<file path="src/rtl/decoder_pipe.sv">
// decoder_pipe: RV32I instruction decoder followed by a registered valid/ready
// output stage with flush, PC/tag passthrough and a saturating count of
// illegal instructions accepted.
// Optional macro DECODER_RV32M_EN: decode the RV32M multiply/divide encodings
// (types 37-44). Without it those encodings are treated as illegal.
module decoder_pipe #(
   parameter int WIDTH     = 32,
   parameter int REG_WIDTH = 5,
   parameter int TYPE_W    = 9,
   parameter int TAG_W     = 4,
   parameter int CNT_W     = 16
) (
   input  logic                 clk,
   input  logic                 reset,
   input  logic                 in_valid,
   output logic                 in_ready,
   input  logic [WIDTH-1:0]     inst,
   input  logic [WIDTH-1:0]     in_pc,
   input  logic [TAG_W-1:0]     in_tag,
   input  logic                 flush,
   output logic                 out_valid,
   input  logic                 out_ready,
   output logic [TYPE_W-1:0]    instr_type,
   output logic [WIDTH-1:0]     imm,
   output logic [REG_WIDTH-1:0] rs1,
   output logic [REG_WIDTH-1:0] rs2,
   output logic [REG_WIDTH-1:0] rd,
   output logic                 rs1e,
   output logic                 rs2e,
   output logic                 rde,
   output logic                 illegal,
   output logic [WIDTH-1:0]     out_pc,
   output logic [TAG_W-1:0]     out_tag,
   output logic [CNT_W-1:0]     illegal_cnt
);

   if (WIDTH != 32) begin : g_width_check
      $error("decoder_pipe: only WIDTH=32 is supported");
   end
   if (TYPE_W < 6) begin : g_type_check
      $error("decoder_pipe: TYPE_W must be at least 6");
   end

   localparam logic [TYPE_W-1:0] T_LUI   = TYPE_W'(6);
   localparam logic [TYPE_W-1:0] T_AUIPC = TYPE_W'(7);
   localparam logic [TYPE_W-1:0] T_JAL   = TYPE_W'(8);
   localparam logic [TYPE_W-1:0] T_JALR  = TYPE_W'(9);
   localparam logic [TYPE_W-1:0] T_BEQ   = TYPE_W'(10);
   localparam logic [TYPE_W-1:0] T_BNE   = TYPE_W'(11);
   localparam logic [TYPE_W-1:0] T_BLT   = TYPE_W'(12);
   localparam logic [TYPE_W-1:0] T_BGE   = TYPE_W'(13);
   localparam logic [TYPE_W-1:0] T_BLTU  = TYPE_W'(14);
   localparam logic [TYPE_W-1:0] T_BGEU  = TYPE_W'(15);
   localparam logic [TYPE_W-1:0] T_ADDI  = TYPE_W'(16);
   localparam logic [TYPE_W-1:0] T_SLTI  = TYPE_W'(17);
   localparam logic [TYPE_W-1:0] T_SLTIU = TYPE_W'(18);
   localparam logic [TYPE_W-1:0] T_XORI  = TYPE_W'(19);
   localparam logic [TYPE_W-1:0] T_ORI   = TYPE_W'(20);
   localparam logic [TYPE_W-1:0] T_ANDI  = TYPE_W'(21);
   localparam logic [TYPE_W-1:0] T_SLLI  = TYPE_W'(22);
   localparam logic [TYPE_W-1:0] T_SRLI  = TYPE_W'(23);
   localparam logic [TYPE_W-1:0] T_SRAI  = TYPE_W'(24);
   localparam logic [TYPE_W-1:0] T_ADD   = TYPE_W'(25);
   localparam logic [TYPE_W-1:0] T_SUB   = TYPE_W'(26);
   localparam logic [TYPE_W-1:0] T_SLL   = TYPE_W'(27);
   localparam logic [TYPE_W-1:0] T_SLT   = TYPE_W'(28);
   localparam logic [TYPE_W-1:0] T_SLTU  = TYPE_W'(29);
   localparam logic [TYPE_W-1:0] T_XOR   = TYPE_W'(30);
   localparam logic [TYPE_W-1:0] T_SRL   = TYPE_W'(31);
   localparam logic [TYPE_W-1:0] T_SRA   = TYPE_W'(32);
   localparam logic [TYPE_W-1:0] T_OR    = TYPE_W'(33);
   localparam logic [TYPE_W-1:0] T_AND   = TYPE_W'(34);
   localparam logic [TYPE_W-1:0] T_LOAD  = TYPE_W'(35);
   localparam logic [TYPE_W-1:0] T_STORE = TYPE_W'(36);
`ifdef DECODER_RV32M_EN
   localparam logic [TYPE_W-1:0] T_MUL   = TYPE_W'(37);
`endif

   // Instruction format selects enables and immediate; FMT_SH is the
   // I-type shift whose immediate is the zero-extended shift amount.
   typedef enum logic [2:0] {
      FMT_ILL, FMT_R, FMT_I, FMT_SH, FMT_S, FMT_B, FMT_U, FMT_J
   } fmt_e;

   fmt_e              fmt;
   logic [TYPE_W-1:0] dec_type;
   logic [31:0]       dec_imm;
   logic              dec_rs1e, dec_rs2e, dec_rde, dec_illegal;
   logic              accept;

   logic [6:0] opcode;
   logic [2:0] funct3;
   logic [6:0] funct7;
   logic [31:0] imm_i, imm_s, imm_b, imm_u, imm_j, imm_sh;

   assign opcode = inst[6:0];
   assign funct3 = inst[14:12];
   assign funct7 = inst[31:25];

   assign imm_i  = {{20{inst[31]}}, inst[31:20]};
   assign imm_s  = {{20{inst[31]}}, inst[31:25], inst[11:7]};
   assign imm_b  = {{19{inst[31]}}, inst[31], inst[7], inst[30:25], inst[11:8], 1'b0};
   assign imm_u  = {inst[31:12], 12'b0};
   assign imm_j  = {{11{inst[31]}}, inst[31], inst[19:12], inst[20], inst[30:21], 1'b0};
   assign imm_sh = {27'b0, inst[24:20]};

   // Classify the instruction: pick its type code and format, or flag it illegal.
   always_comb begin
      fmt      = FMT_ILL;
      dec_type = '1;
      case (opcode)
         7'b0110111: begin fmt = FMT_U; dec_type = T_LUI;   end
         7'b0010111: begin fmt = FMT_U; dec_type = T_AUIPC; end
         7'b1101111: begin fmt = FMT_J; dec_type = T_JAL;   end
         7'b1100111: begin
            if (funct3 == 3'b000) begin fmt = FMT_I; dec_type = T_JALR; end
         end
         7'b1100011: begin
            fmt = FMT_B;
            case (funct3)
               3'b000:  dec_type = T_BEQ;
               3'b001:  dec_type = T_BNE;
               3'b100:  dec_type = T_BLT;
               3'b101:  dec_type = T_BGE;
               3'b110:  dec_type = T_BLTU;
               3'b111:  dec_type = T_BGEU;
               default: fmt = FMT_ILL;
            endcase
         end
         7'b0000011: begin
            if (funct3 != 3'b011 && funct3 != 3'b110 && funct3 != 3'b111) begin
               fmt = FMT_I; dec_type = T_LOAD;
            end
         end
         7'b0100011: begin
            if (funct3 == 3'b000 || funct3 == 3'b001 || funct3 == 3'b010) begin
               fmt = FMT_S; dec_type = T_STORE;
            end
         end
         7'b0010011: begin
            fmt = FMT_I;
            case (funct3)
               3'b000: dec_type = T_ADDI;
               3'b010: dec_type = T_SLTI;
               3'b011: dec_type = T_SLTIU;
               3'b100: dec_type = T_XORI;
               3'b110: dec_type = T_ORI;
               3'b111: dec_type = T_ANDI;
               3'b001: begin
                  dec_type = T_SLLI;
                  fmt = (funct7 == 7'b0000000) ? FMT_SH : FMT_ILL;
               end
               default: begin
                  if (funct7 == 7'b0000000) begin fmt = FMT_SH; dec_type = T_SRLI; end
                  else if (funct7 == 7'b0100000) begin fmt = FMT_SH; dec_type = T_SRAI; end
                  else fmt = FMT_ILL;
               end
            endcase
         end
         7'b0110011: begin
            fmt = FMT_R;
            if (funct7 == 7'b0000000) begin
               case (funct3)
                  3'b000: dec_type = T_ADD;
                  3'b001: dec_type = T_SLL;
                  3'b010: dec_type = T_SLT;
                  3'b011: dec_type = T_SLTU;
                  3'b100: dec_type = T_XOR;
                  3'b101: dec_type = T_SRL;
                  3'b110: dec_type = T_OR;
                  default: dec_type = T_AND;
               endcase
            end else if (funct7 == 7'b0100000 && funct3 == 3'b000) begin
               dec_type = T_SUB;
            end else if (funct7 == 7'b0100000 && funct3 == 3'b101) begin
               dec_type = T_SRA;
`ifdef DECODER_RV32M_EN
            end else if (funct7 == 7'b0000001) begin
               dec_type = T_MUL + TYPE_W'(funct3);
`endif
            end else begin
               fmt = FMT_ILL;
            end
         end
         default: fmt = FMT_ILL;
      endcase
      if (fmt == FMT_ILL) dec_type = '1;
   end

   // Derive register enables and the immediate from the instruction format.
   always_comb begin
      dec_rs1e = 1'b0;
      dec_rs2e = 1'b0;
      dec_rde  = 1'b0;
      dec_imm  = '0;
      case (fmt)
         FMT_R:  begin dec_rs1e = 1'b1; dec_rs2e = 1'b1; dec_rde = 1'b1; end
         FMT_I:  begin dec_rs1e = 1'b1; dec_rde = 1'b1; dec_imm = imm_i;  end
         FMT_SH: begin dec_rs1e = 1'b1; dec_rde = 1'b1; dec_imm = imm_sh; end
         FMT_S:  begin dec_rs1e = 1'b1; dec_rs2e = 1'b1; dec_imm = imm_s; end
         FMT_B:  begin dec_rs1e = 1'b1; dec_rs2e = 1'b1; dec_imm = imm_b; end
         FMT_U:  begin dec_rde = 1'b1; dec_imm = imm_u; end
         FMT_J:  begin dec_rde = 1'b1; dec_imm = imm_j; end
         default: ;
      endcase
   end

   assign dec_illegal = (fmt == FMT_ILL);

   logic                 out_valid_q, out_valid_d;
   logic [TYPE_W-1:0]    type_q, type_d;
   logic [WIDTH-1:0]     imm_q, imm_d;
   logic [REG_WIDTH-1:0] rs1_q, rs1_d, rs2_q, rs2_d, rd_q, rd_d;
   logic                 rs1e_q, rs1e_d, rs2e_q, rs2e_d, rde_q, rde_d;
   logic                 illegal_q, illegal_d;
   logic [WIDTH-1:0]     pc_q, pc_d;
   logic [TAG_W-1:0]     tag_q, tag_d;
   logic [CNT_W-1:0]     cnt_q, cnt_d;

   assign in_ready = !out_valid_q || out_ready;
   assign accept   = in_valid && in_ready && !flush;

   // Output stage: flush drops the held entry, accept loads a new one,
   // a completed out-transfer empties the stage; the counter saturates.
   always_comb begin
      out_valid_d = out_valid_q;
      type_d      = type_q;
      imm_d       = imm_q;
      rs1_d       = rs1_q;
      rs2_d       = rs2_q;
      rd_d        = rd_q;
      rs1e_d      = rs1e_q;
      rs2e_d      = rs2e_q;
      rde_d       = rde_q;
      illegal_d   = illegal_q;
      pc_d        = pc_q;
      tag_d       = tag_q;
      cnt_d       = cnt_q;
      if (flush) begin
         out_valid_d = 1'b0;
      end else if (accept) begin
         out_valid_d = 1'b1;
         type_d      = dec_type;
         imm_d       = dec_imm;
         rs1_d       = REG_WIDTH'(inst[19:15]);
         rs2_d       = REG_WIDTH'(inst[24:20]);
         rd_d        = REG_WIDTH'(inst[11:7]);
         rs1e_d      = dec_rs1e;
         rs2e_d      = dec_rs2e;
         rde_d       = dec_rde;
         illegal_d   = dec_illegal;
         pc_d        = in_pc;
         tag_d       = in_tag;
      end else if (out_ready) begin
         out_valid_d = 1'b0;
      end
      if (accept && dec_illegal && cnt_q != '1) cnt_d = cnt_q + CNT_W'(1);
   end

   // Stage registers with synchronous reset clearing everything.
   always_ff @(posedge clk) begin
      if (reset) begin
         out_valid_q <= 1'b0;
         type_q      <= '0;
         imm_q       <= '0;
         rs1_q       <= '0;
         rs2_q       <= '0;
         rd_q        <= '0;
         rs1e_q      <= 1'b0;
         rs2e_q      <= 1'b0;
         rde_q       <= 1'b0;
         illegal_q   <= 1'b0;
         pc_q        <= '0;
         tag_q       <= '0;
         cnt_q       <= '0;
      end else begin
         out_valid_q <= out_valid_d;
         type_q      <= type_d;
         imm_q       <= imm_d;
         rs1_q       <= rs1_d;
         rs2_q       <= rs2_d;
         rd_q        <= rd_d;
         rs1e_q      <= rs1e_d;
         rs2e_q      <= rs2e_d;
         rde_q       <= rde_d;
         illegal_q   <= illegal_d;
         pc_q        <= pc_d;
         tag_q       <= tag_d;
         cnt_q       <= cnt_d;
      end
   end

   assign out_valid   = out_valid_q;
   assign instr_type  = type_q;
   assign imm         = imm_q;
   assign rs1         = rs1_q;
   assign rs2         = rs2_q;
   assign rd          = rd_q;
   assign rs1e        = rs1e_q;
   assign rs2e        = rs2e_q;
   assign rde         = rde_q;
   assign illegal     = illegal_q;
   assign out_pc      = pc_q;
   assign out_tag     = tag_q;
   assign illegal_cnt = cnt_q;

endmodule
</file>
<file path="config.mk">
export PLATFORM = sky130hd
export DESIGN_NAME = decoder_pipe
export DESIGN_NICKNAME = d
export VERILOG_FILES = /design/src/rtl/decoder_pipe.sv
export SDC_FILE = /design/constraint.sdc
export NUM_CORES = 1
export LEC_CHECK = 0
export CELL_PAD_IN_SITES_DETAIL_PLACEMENT = 1
export CELL_PAD_IN_SITES_GLOBAL_PLACEMENT = 2
export CORE_UTILIZATION = 25
export CTS_BUF_LIST = sky130_fd_sc_hd__clkbuf_16
export CTS_CLUSTER_DIAMETER = 150
export DETAILED_ROUTE_END_ITERATION = 16
export PLACE_DENSITY_LB_ADDON = 0.12
export SYNTH_ARGS = -nofsm -noshare
export SYNTH_HDL_FRONTEND = slang
export SYNTH_SLANG_ARGS = --single-unit
</file>
<file path="constraint.sdc">
create_clock -name clk -period 3 [get_ports clk]
set_input_delay 0.6 -clock clk [delete_from_list [all_inputs] [get_ports clk]]
set_output_delay 0.6 -clock clk [all_outputs]
set_load 0.01 [all_outputs]
</file>
---- Word level (Yosys, flattened, before mapping) ----
Cells that the tools add are included.
operators by class
  reductions and logical operators ........ 25
  equality and inequality tests ........... 28
  multiplexer cells ....................... 31
  $add $sub $neg .......................... 1
  bitwise logic cells ..................... 1
operators with widths
  operator                 number
  $pmux W32 S6             1
  $mux W9                  9
  $pmux W9 S9              1
  $pmux W9 S7              1
  $pmux W9 S6              1
  $pmux W6 S7              1
  $eq A7 B6 Y1 const B     4
  $eq A3 B3 Y1 const B     8
  $pmux W3 S8              1
  $eq A7 B7 Y1 const B     3
  $add A16 B1 Y16 const B  1
  $ne A16 B16 Y1 const B   1
  $eq A7 B5 Y1 const B     2
  $eq A3 B2 Y1 const B     4
  $reduce_or A6 Y1         2
  $mux W2                  5
  $reduce_or A5 Y1         2
  $logic_and A1 B1 Y1      8
  $mux W1                  8
  $eq A7 B2 Y1 const B     1
  $logic_not A7 Y1         1
  $eq A3 B1 Y1 const B     2
  $logic_not A3 Y1         2
  $mux W3                  2
  10 further kinds         15
word-level totals
  input port bits ......................... 73
  bits in registers ....................... 113

---- Depth between registers and ports, before layout ----
Gate-level depths: netlist of run 1.
  word-level depth ........................ 9
  depth in mapped cells ................... 11

---- Least setup slack after synthesis of run 1 ----
Ideal clock, no wire load.
  kind .................................... input port to flip-flop
  start point ............................. input port inst[13]
  end point ............................... register cnt_q[9] (netlist: illegal_cnt[9])
  stages on the path ...................... 10
  data arrival time ....................... 2.632 ns
  setup slack ............................. 0.247 ns
  path buffers ............................ 2
  data required time ...................... 2.879 ns
  path through ............................ buf_2 -> buf_2 -> inv_1 -> ha_1 -> a211oi_1 -> o21ai_1 -> nor4b_4 -> nand4_1 -> nor2_1 -> mux2_2
between the ends
  cells in the longest elaborated chain, start to end .. 9
  elaborated cells between the ends (all ways) .. 31
  classes of those cells .................. eq/ne: 10; mux: 9; reduce/logical: 12
ends and longest elaborated chain
  element                              line      RTL
  start, declared                      17        input logic [WIDTH-1:0] inst,
  $eq A3 B3 Y1                         120, 175
  $logic_and A1 B1 Y1                  175       end else if (funct7 == 7'b0100000 && funct3 == 3'b101) begin
  $mux W1                              175
  $mux W1                              173       end else if (funct7 == 7'b0100000 && funct3 == 3'b000) begin
  $mux W1                              162       if (funct7 == 7'b0000000) begin
  $pmux W3 S8 *                        111       case (opcode)
  $logic_not A3 Y1 *                   208       assign dec_illegal = (fmt == FMT_ILL);
  $logic_and A1 B1 Y1 * (2 in series)  257       if (accept && dec_illegal && cnt_q != '1) cnt_d = cnt_q + CNT_W'(1);
  end signal, assigned                 289       cnt_q <= cnt_d;
  end, declared                        218       logic [CNT_W-1:0] cnt_q, cnt_d;
Every way passes the cells marked *; elsewhere a longest branch is shown, timed or not.
A chain may end at the register's enable or synchronous reset.

---- Final worst setup path of run 1 ----
  start point ............................. input port inst[26]
  end point ............................... register imm_q[5] (netlist: imm[5])
between the ends
  cells in the longest elaborated chain, start to end .. 8
  elaborated cells between the ends (all ways) .. 19
  classes of those cells .................. eq/ne: 7; mux: 9; reduce/logical: 3
ends and longest elaborated chain
  element                                       line           RTL
  $eq A7 B6 Y1                                  155, 173, 175
  $logic_and A1 B1 Y1                           175
  $mux W1                                       175
  $mux W1                                       173
  $mux W1                                       162
  $pmux W3 S8 *                                 111
  $eq A3 B3 Y1 or $eq A3 B2 Y1 (tied branches)  196            case (fmt)
  $pmux W32 S6 *                                196
  end signal, assigned                          279            imm_q <= imm_d;
  end, declared                                 212            logic [WIDTH-1:0] imm_q, imm_d;
Marks and branches as above.

==> key figures, run 1 <==
Synth
  – Post-Syn Nets: 696
  – Mean Syn Cell Area: 8.21 um^2
  – Post-synth top area share: 43.9%
  – Sequential area share after synthesis: 43.9%
  – Synth cell types: 66
  – Asr flop ratio synth: 0%
  – Leading area contributor after synthesis: dfxtp_1
  – Top FF cell, synth: dfxtp_1
  – Synth area leaders: dfxtp_1 44%, nand2_1 9.7%, a21oi_1 7.3%
  – Syn Std Cell Area: 5060 um^2
  – Register bit count reported by yosys: 111
  – Syn. warnings: 0
  – Mapped Cells: 616
  – Number of flops mapped to enable cells by yosys: 0

Setup path
  – WP data arrival: 3.09 ns
  – R2R cell count: 8
  – CP startpoint kind: primary input
  – Setup Crit Path Kind: primary input to flop
  – FF-to-FF Start: illegal_cnt[2]
  – CP Data Required Time: 3.24 ns
  – Slowest Stage Delay on Critical Path: 0.44 ns
  – Reg2reg end: illegal_cnt[8]
  – R2R Setup Slk: 0.87 ns
  – Crit path cell chain: clkdlybuf4s50_1, nor4_2, buf_4, nand2_1, a2111oi_4, nor2_2, a21boi_1, nand2_2, a32o_1
  – Crit-path slowest cell: clkdlybuf4s50_1
  – Worst Setup End Kind: flop
  – Crit Path Max Fanout: 7

Placement
  – Placed cell count: 1106
  – Pre-CTS setup slack: -0.303 ns
  – Post-placement cell area: 7710 um^2
  – Post-DP HPWL: 15700 um
  – IO Port Bufs: 186
  – RD Place Congestion: 0.827

Clocking
  – CTS clk-pin slew, worst paths: 0.08 ns
  – Clock buffer depth: 2
  – Clock Root Buffer: clkbuf_16
  – Post-CTS Setup Bufs: 0
  – Cts bufs inserted: 9
  – CTS sink cnt: 111
  – CTS tree: yes
  – H-tree Lvls: 3
  – Clock Latency Late Sink: 0.36 ns

GRT
  – Pin count of the biggest net entering global routing: 72
  – Initial antenna violation count: 1
  – GRT Residual Overflow: 0
  – First-pass GRT wire length: 31000 um
  – Vias in the first global route: 5531
  – GRT Total Usage: 19.4%

Detailed routing
  – DR pass1 iterations: 5
  – Final WL: 20200 um
  – DRC Markers: 0
  – Vias per cell: 4.87
  – Remaining antenna violation count: 0
  – Via count: 5466
  – DR iter-0 viols: 149
  – Per-cell routed wire length: 18.0 um

Timing
  – Relative slew slack: 46.7%
  – Worst clock skew: 0.0126 ns
  – Setup TNS: 0 ns
  – Setup Viol. Count Final: 0
  – Worst Max-Slew Pin Slew: 0.799 ns
  – Fmax: 351 MHz
  – Fin crit period: 2.85 ns
  – Fin crit share: 95.1%
  – Worst setup margin: 0.148 ns
  – Max Transition Viols Final: 0
  – Final hold violations: 0
  – RSZ-0062 raised after global routing: no
  – Hold_ws: 0.454 ns

Hold path
  – Worst Hold Path Cells: 2
  – Hold path endpoint: out_pc[13]
  – Hold_sp: out_pc[13]
  – Hold WC Path Type: flop to flop

Floorplanning
  – Die Footprint: 20800 um^2
  – Initial core utilization: 25.7%
  – Die X: 144 um
  – Core footprint: 19700 um^2
  – Chip height: 144 um
  – Rows: 51
  – Top-Level Pins: 187

Layout
  – Area Growth Syn to Fin: 59.9%
  – Post-route cell area: 8090 um^2
  – Layout cells sized above 1: 14.4%
  – Fin util: 41.1%
  – Cell Count, Final, Fillers Out: 1123
  – Layout Nets: 932

Power and ir drop
  – Lkg Pwr: 3.12 nW
  – PwrDens: 424 nW/um^2
  – Max VDD drop: 0.267 mV
  – Power Total: 3.43 mW

Status
  – Status: finished clean

Flow run
  – Max cap viols: 0
[how the worst max path moves through the flow]
stage	slack (ns)	endpoint	startpoint
6_report	0.15	imm[5]	inst[26]
5_1_grt	0.07	illegal_cnt[13]	inst[4]
4_1_cts	0.004	imm[23]	inst[26]
3_5_place_dp	-0.30	imm[23]	inst[26]
3_3_place_gp	-0.26	imm[20]	inst[26]
2_1_floorplan	0.25	illegal_cnt[9]	inst[13]
[timing repair]
item	4_1_cts	5_1_grt
setup endpoints to repair	0	35
gates resized for setup	0	8
hold buffers	0	0
hold endpoints to repair	0	0
[kinds of logic (layout without fill, tap and decap cells)]
| group | Yosys count | after routing | share of synthesized area [%] |
|---|---|---|---|
| flops | 111 | 111 | 43.9 |
| buf+inv | 57 | 298 | 4.78 |
| other cells | 0 | 1 | 0 |
| fa+ha+maj | 7 | 7 | 1.73 |
| xor+xnor | 12 | 12 | 2.08 |
| mux | 1 | 1 | 0.223 |
| compound gates | 160 | 160 | 21.8 |
| simple gates | 268 | 268 | 25.5 |
[cell usage after synthesis (11+ instances only)]
cell and instances:
nand2_1 130, dfxtp_1 111, a21oi_1 74, nor2_1 43, clkbuf_1 31, a221o_1 20, nand3_1 16, o21ai_0 14
inv_1 12, and3_1 11, nand4_1 11, xor2_1 11
[area by class of cell]
type                            count  area, um^2
Fill cell                        2340       11600
Antenna cell                        1        2.50
Timing Repair Buffer              270        2510
Multi-Input combinational cell    448        2630
Clock buffer                        9         225
Clock inverter                      7         114
Tap cell                          265         332
Sequential cell                   111        2220
Inverter                           12        45.0
[layout by cell type, fill, tap and decap left out, drive strengths merged, types with 4 or more instances in the layout]
cell           count
a32o               6
clkdlybuf4s50    184
or2                4
dfxtp            111
nor2              44
nand2            130
or3                6
a21oi             74
and4               4
o21bai             4
a221o             20
nor2b              4
nand2b             5
inv               14
nor4               4
nand3             16
nand4             12
a31oi              5
xor2              11
nor3              12
and3              11
ha                 7
o21ai             16
a211oi             7
buf               85
clkbuf             9
a222oi             5
[sequential cells by signal, indices dropped and copies added, names as in the netlist]
register / flops
imm: 32
instr_type: 7
illegal_cnt: 16
illegal: 1
out_valid: 1
rs1: 5
rs2e: 1
out_pc: 32
rs2: 5
rd: 5
rde: 1
rs1e: 1
out_tag: 4
[per-layer routing]
metal | part of all wire, % | up-vias | track usage [%]
met5 | 0 | - | 0
met4 | 0.72 | 0 | 3.99
met3 | 5.6 | 10 | 4.27
met2 | 48 | 131 | 33.3
met1 | 46 | 2659 | 24.7
li1 | - | 2666 | -
[report_power, final]
part	switching, mW	total (mW)	internal [mW]	leakage, nW
sequential	0.0244	1.54	1.52	0.903
combinational	0.262	0.540	0.278	2.05
clock	0.598	1.35	0.752	0.165
[worst max-delay path: cells and delay by family]
kind,cells,cell delay [ns]
buf+inv,2,0.63
simple gates,4,0.81
compound gates,3,1.04
No activity file was read; power rests on OpenSTA's default activity.
==> inputs of run 2 (changes only) <==
CORE_UTILIZATION = 35   (was 25)
DONT_BUFFER_PORTS = 1   (was not set)
==> key figures, run 2 (synthesized netlist as in run 1, its figures left out) <==
Detailed routing
  – Via count: 4484 (was 5466)
  – Vias per cell: 5.73 (was 4.87)
  – DRC Markers: 0 (unchanged)
  – DR iter-0 viols: 278 (was 149)
  – Final WL: 16000 um (was 20200 um)
  – Remaining antenna violation count: 0 (unchanged)
  – Per-cell routed wire length: 20.4 um (was 18.0 um)
  – DR pass1 iterations: 5 (unchanged)

Timing
  – Fin crit share: 78.3% (was 95.1%)
  – Worst clock skew: 0.0101 ns (was 0.0126 ns)
  – Worst setup margin: 0.652 ns (was 0.148 ns)
  – Fmax: 426 MHz (was 351 MHz)
  – Max Transition Viols Final: 0 (unchanged)
  – Setup Viol. Count Final: 0 (unchanged)
  – Final hold violations: 0 (unchanged)
  – Relative slew slack: 51.8% (was 46.7%)
  – Fin crit period: 2.35 ns (was 2.85 ns)
  – Worst Max-Slew Pin Slew: 0.719 ns (was 0.799 ns)
  – RSZ-0062 raised after global routing: no (unchanged)
  – Setup TNS: 0 ns (unchanged)

GRT
  – Pin count of the biggest net entering global routing: 86 (was 72)
  – GRT Residual Overflow: 0 (unchanged)
  – First-pass GRT wire length: 24500 um (was 31000 um)
  – Vias in the first global route: 4501 (was 5531)
  – GRT Total Usage: 21.3% (was 19.4%)
  – Initial antenna violation count: 0 (was 1)

Setup path
  – R2R Setup Slk: 0.87 ns (about the same)
  – Crit Path Max Fanout: 16 (was 7)
  – Buf+Inv Stages, Crit Path: 1 (was 2)
  – Setup Crit Path Kind: primary input to flop (unchanged)
  – Crit path cell chain: inv_1, ha_1, nor3_1, a21oi_1, nor3_2, nor4b_4, nand4_1, nor2_1, mux2_2 (was clkdlybuf4s50_1, nor4_2, buf_4, nand2_1, a2111oi_4, nor2_2, a21boi_1, nand2_2, a32o_1)
  – Worst setup startpoint: inst[14] (was inst[26])
  – WP data arrival: 2.59 ns (was 3.09 ns)
  – CP startpoint kind: primary input (unchanged)
  – CP delay by family, top: simple AND/OR/NAND/NOR gates (was compound AO/OA/AOI/OAI gates)
  – FF-to-FF Start: illegal_cnt[2] (unchanged)
  – Crit-path slowest cell: nor4b_4 (was clkdlybuf4s50_1)
  – Worst Setup End Kind: flop (unchanged)
  – CP Data Required Time: 3.25 ns (was 3.24 ns)
  – Slowest Stage Delay on Critical Path: 0.42 ns (was 0.44 ns)

Layout
  – Fin util: 39.8% (was 41.1%)
  – Diode count: 0 (was 1)
  – Most frequent cells in the layout: 130 x nand2_1, 111 x dfxtp_1, 74 x a21oi_1 (was 184 x clkdlybuf4s50_1, 129 x nand2_1, 111 x dfxtp_1)
  – Commonest non-fill, non-tap cell in the layout: nand2_1 (was clkdlybuf4s50_1)
  – Area Growth Syn to Fin: 10.0% (was 59.9%)
  – Layout Nets: 677 (was 932)
  – Layout cells sized above 1: 7.81% (was 14.4%)

Clocking
  – H-tree Lvls: 3 (unchanged)
  – Cts bufs inserted: 9 (unchanged)
  – CTS tree: yes (unchanged)
  – Clock Latency Late Sink: 0.35 ns (was 0.36 ns)
  – CTS clk-pin slew, worst paths: 0.08 ns (about the same)
  – Clock buffer depth: 2 (unchanged)
  – # hold bufs at CTS: 0 (unchanged)
  – CTS sink cnt: 111 (unchanged)
  – Post-CTS Setup Bufs: 0 (unchanged)
  – Clock Root Buffer: clkbuf_16 (unchanged)
  – PostCTS Resize Cnt: 0 (unchanged)

Floorplanning
  – Top-Level Pins: 187 (unchanged)
  – Die Footprint: 14900 um^2 (was 20800 um^2)
  – Initial core utilization: 36.1% (was 25.7%)
  – Die X: 122 um (was 144 um)
  – Chip height: 122 um (was 144 um)
  – Core footprint: 14000 um^2 (was 19700 um^2)
  – Rows: 43 (was 51)

Power and ir drop
  – PwrDens: 570 nW/um^2 (was 424 nW/um^2)
  – Lkg Pwr: 2.10 nW (was 3.12 nW)
  – Max VDD drop: 0.366 mV (was 0.267 mV)

Placement
  – IO Port Bufs: 0 (was 186)
  – RD Place Congestion: 0.936 (was 0.827)
  – Post-DP HPWL: 12000 um (was 15700 um)
  – Pre-CTS setup slack: 0.281 ns (was -0.303 ns)

Hold path
  – Hold WC Path Type: primary input to flop (was flop to flop)
  – Hold_sp: reset (was out_pc[13])

Status
  – Status: finished clean (unchanged)

Flow run
  – Max cap viols: 0 (unchanged)
## run 2: cell type report
| cell class | instances | area [um^2] |
|---|---|---|
| Fill cell | 1675 | 8420 |
| Inverter | 12 | 45.0 |
| Sequential cell | 111 | 2220 |
| Clock inverter | 7 | 131 |
| Timing Repair Buffer | 15 | 113 |
| Tap cell | 180 | 225 |
| Multi-Input combinational cell | 448 | 2600 |
| Clock buffer | 9 | 225 |
## run 2: stage by stage
| step | hold WS, ns | power, mW | cells | area, um^2 |
|---|---|---|---|---|
| CTS | 0.292 | 3.22 | 782 | 5560 |
| floorplan | 0.481 | 1.78 | 616 | 5060 |
| detailed placement | 0.490 | 1.81 | 766 | 5210 |
| global placement | 0.483 | 1.80 | 766 | 5210 |
| finish | 0.310 | 3.17 | 782 | 5560 |
| global route | 0.290 | 3.32 | 782 | 5560 |
## run 2: power breakdown
part,switching [mW],internal [mW]
Sequential,0.0560,1.52
Combinational,0.124,0.0734
Clock,0.571,0.830
Total,0.752,2.42
## run 2: path summary, 6_finish.rpt
check | endpoint | cells past startpoint
hold reg to reg | rs1[2] | 2
hold / removal | illegal_cnt[15] | 1
setup reg to reg | illegal_cnt[3] | 8
setup / recovery | illegal_cnt[9] | 9
## run 2: per-layer routing
metal / part of all wire [%] / up-vias / GRT usage [%] / routed length [um]
met3: 9.2 / 11 / 7.21 / 1470
met4: 1.1 / 0 / 5.72 / 171
met2: 48 / 159 / 35.9 / 7630
li1: - / 2157 / - / -
met1: 42 / 2157 / 25.7 / 6690
met5: 0 / - / 0 / 0
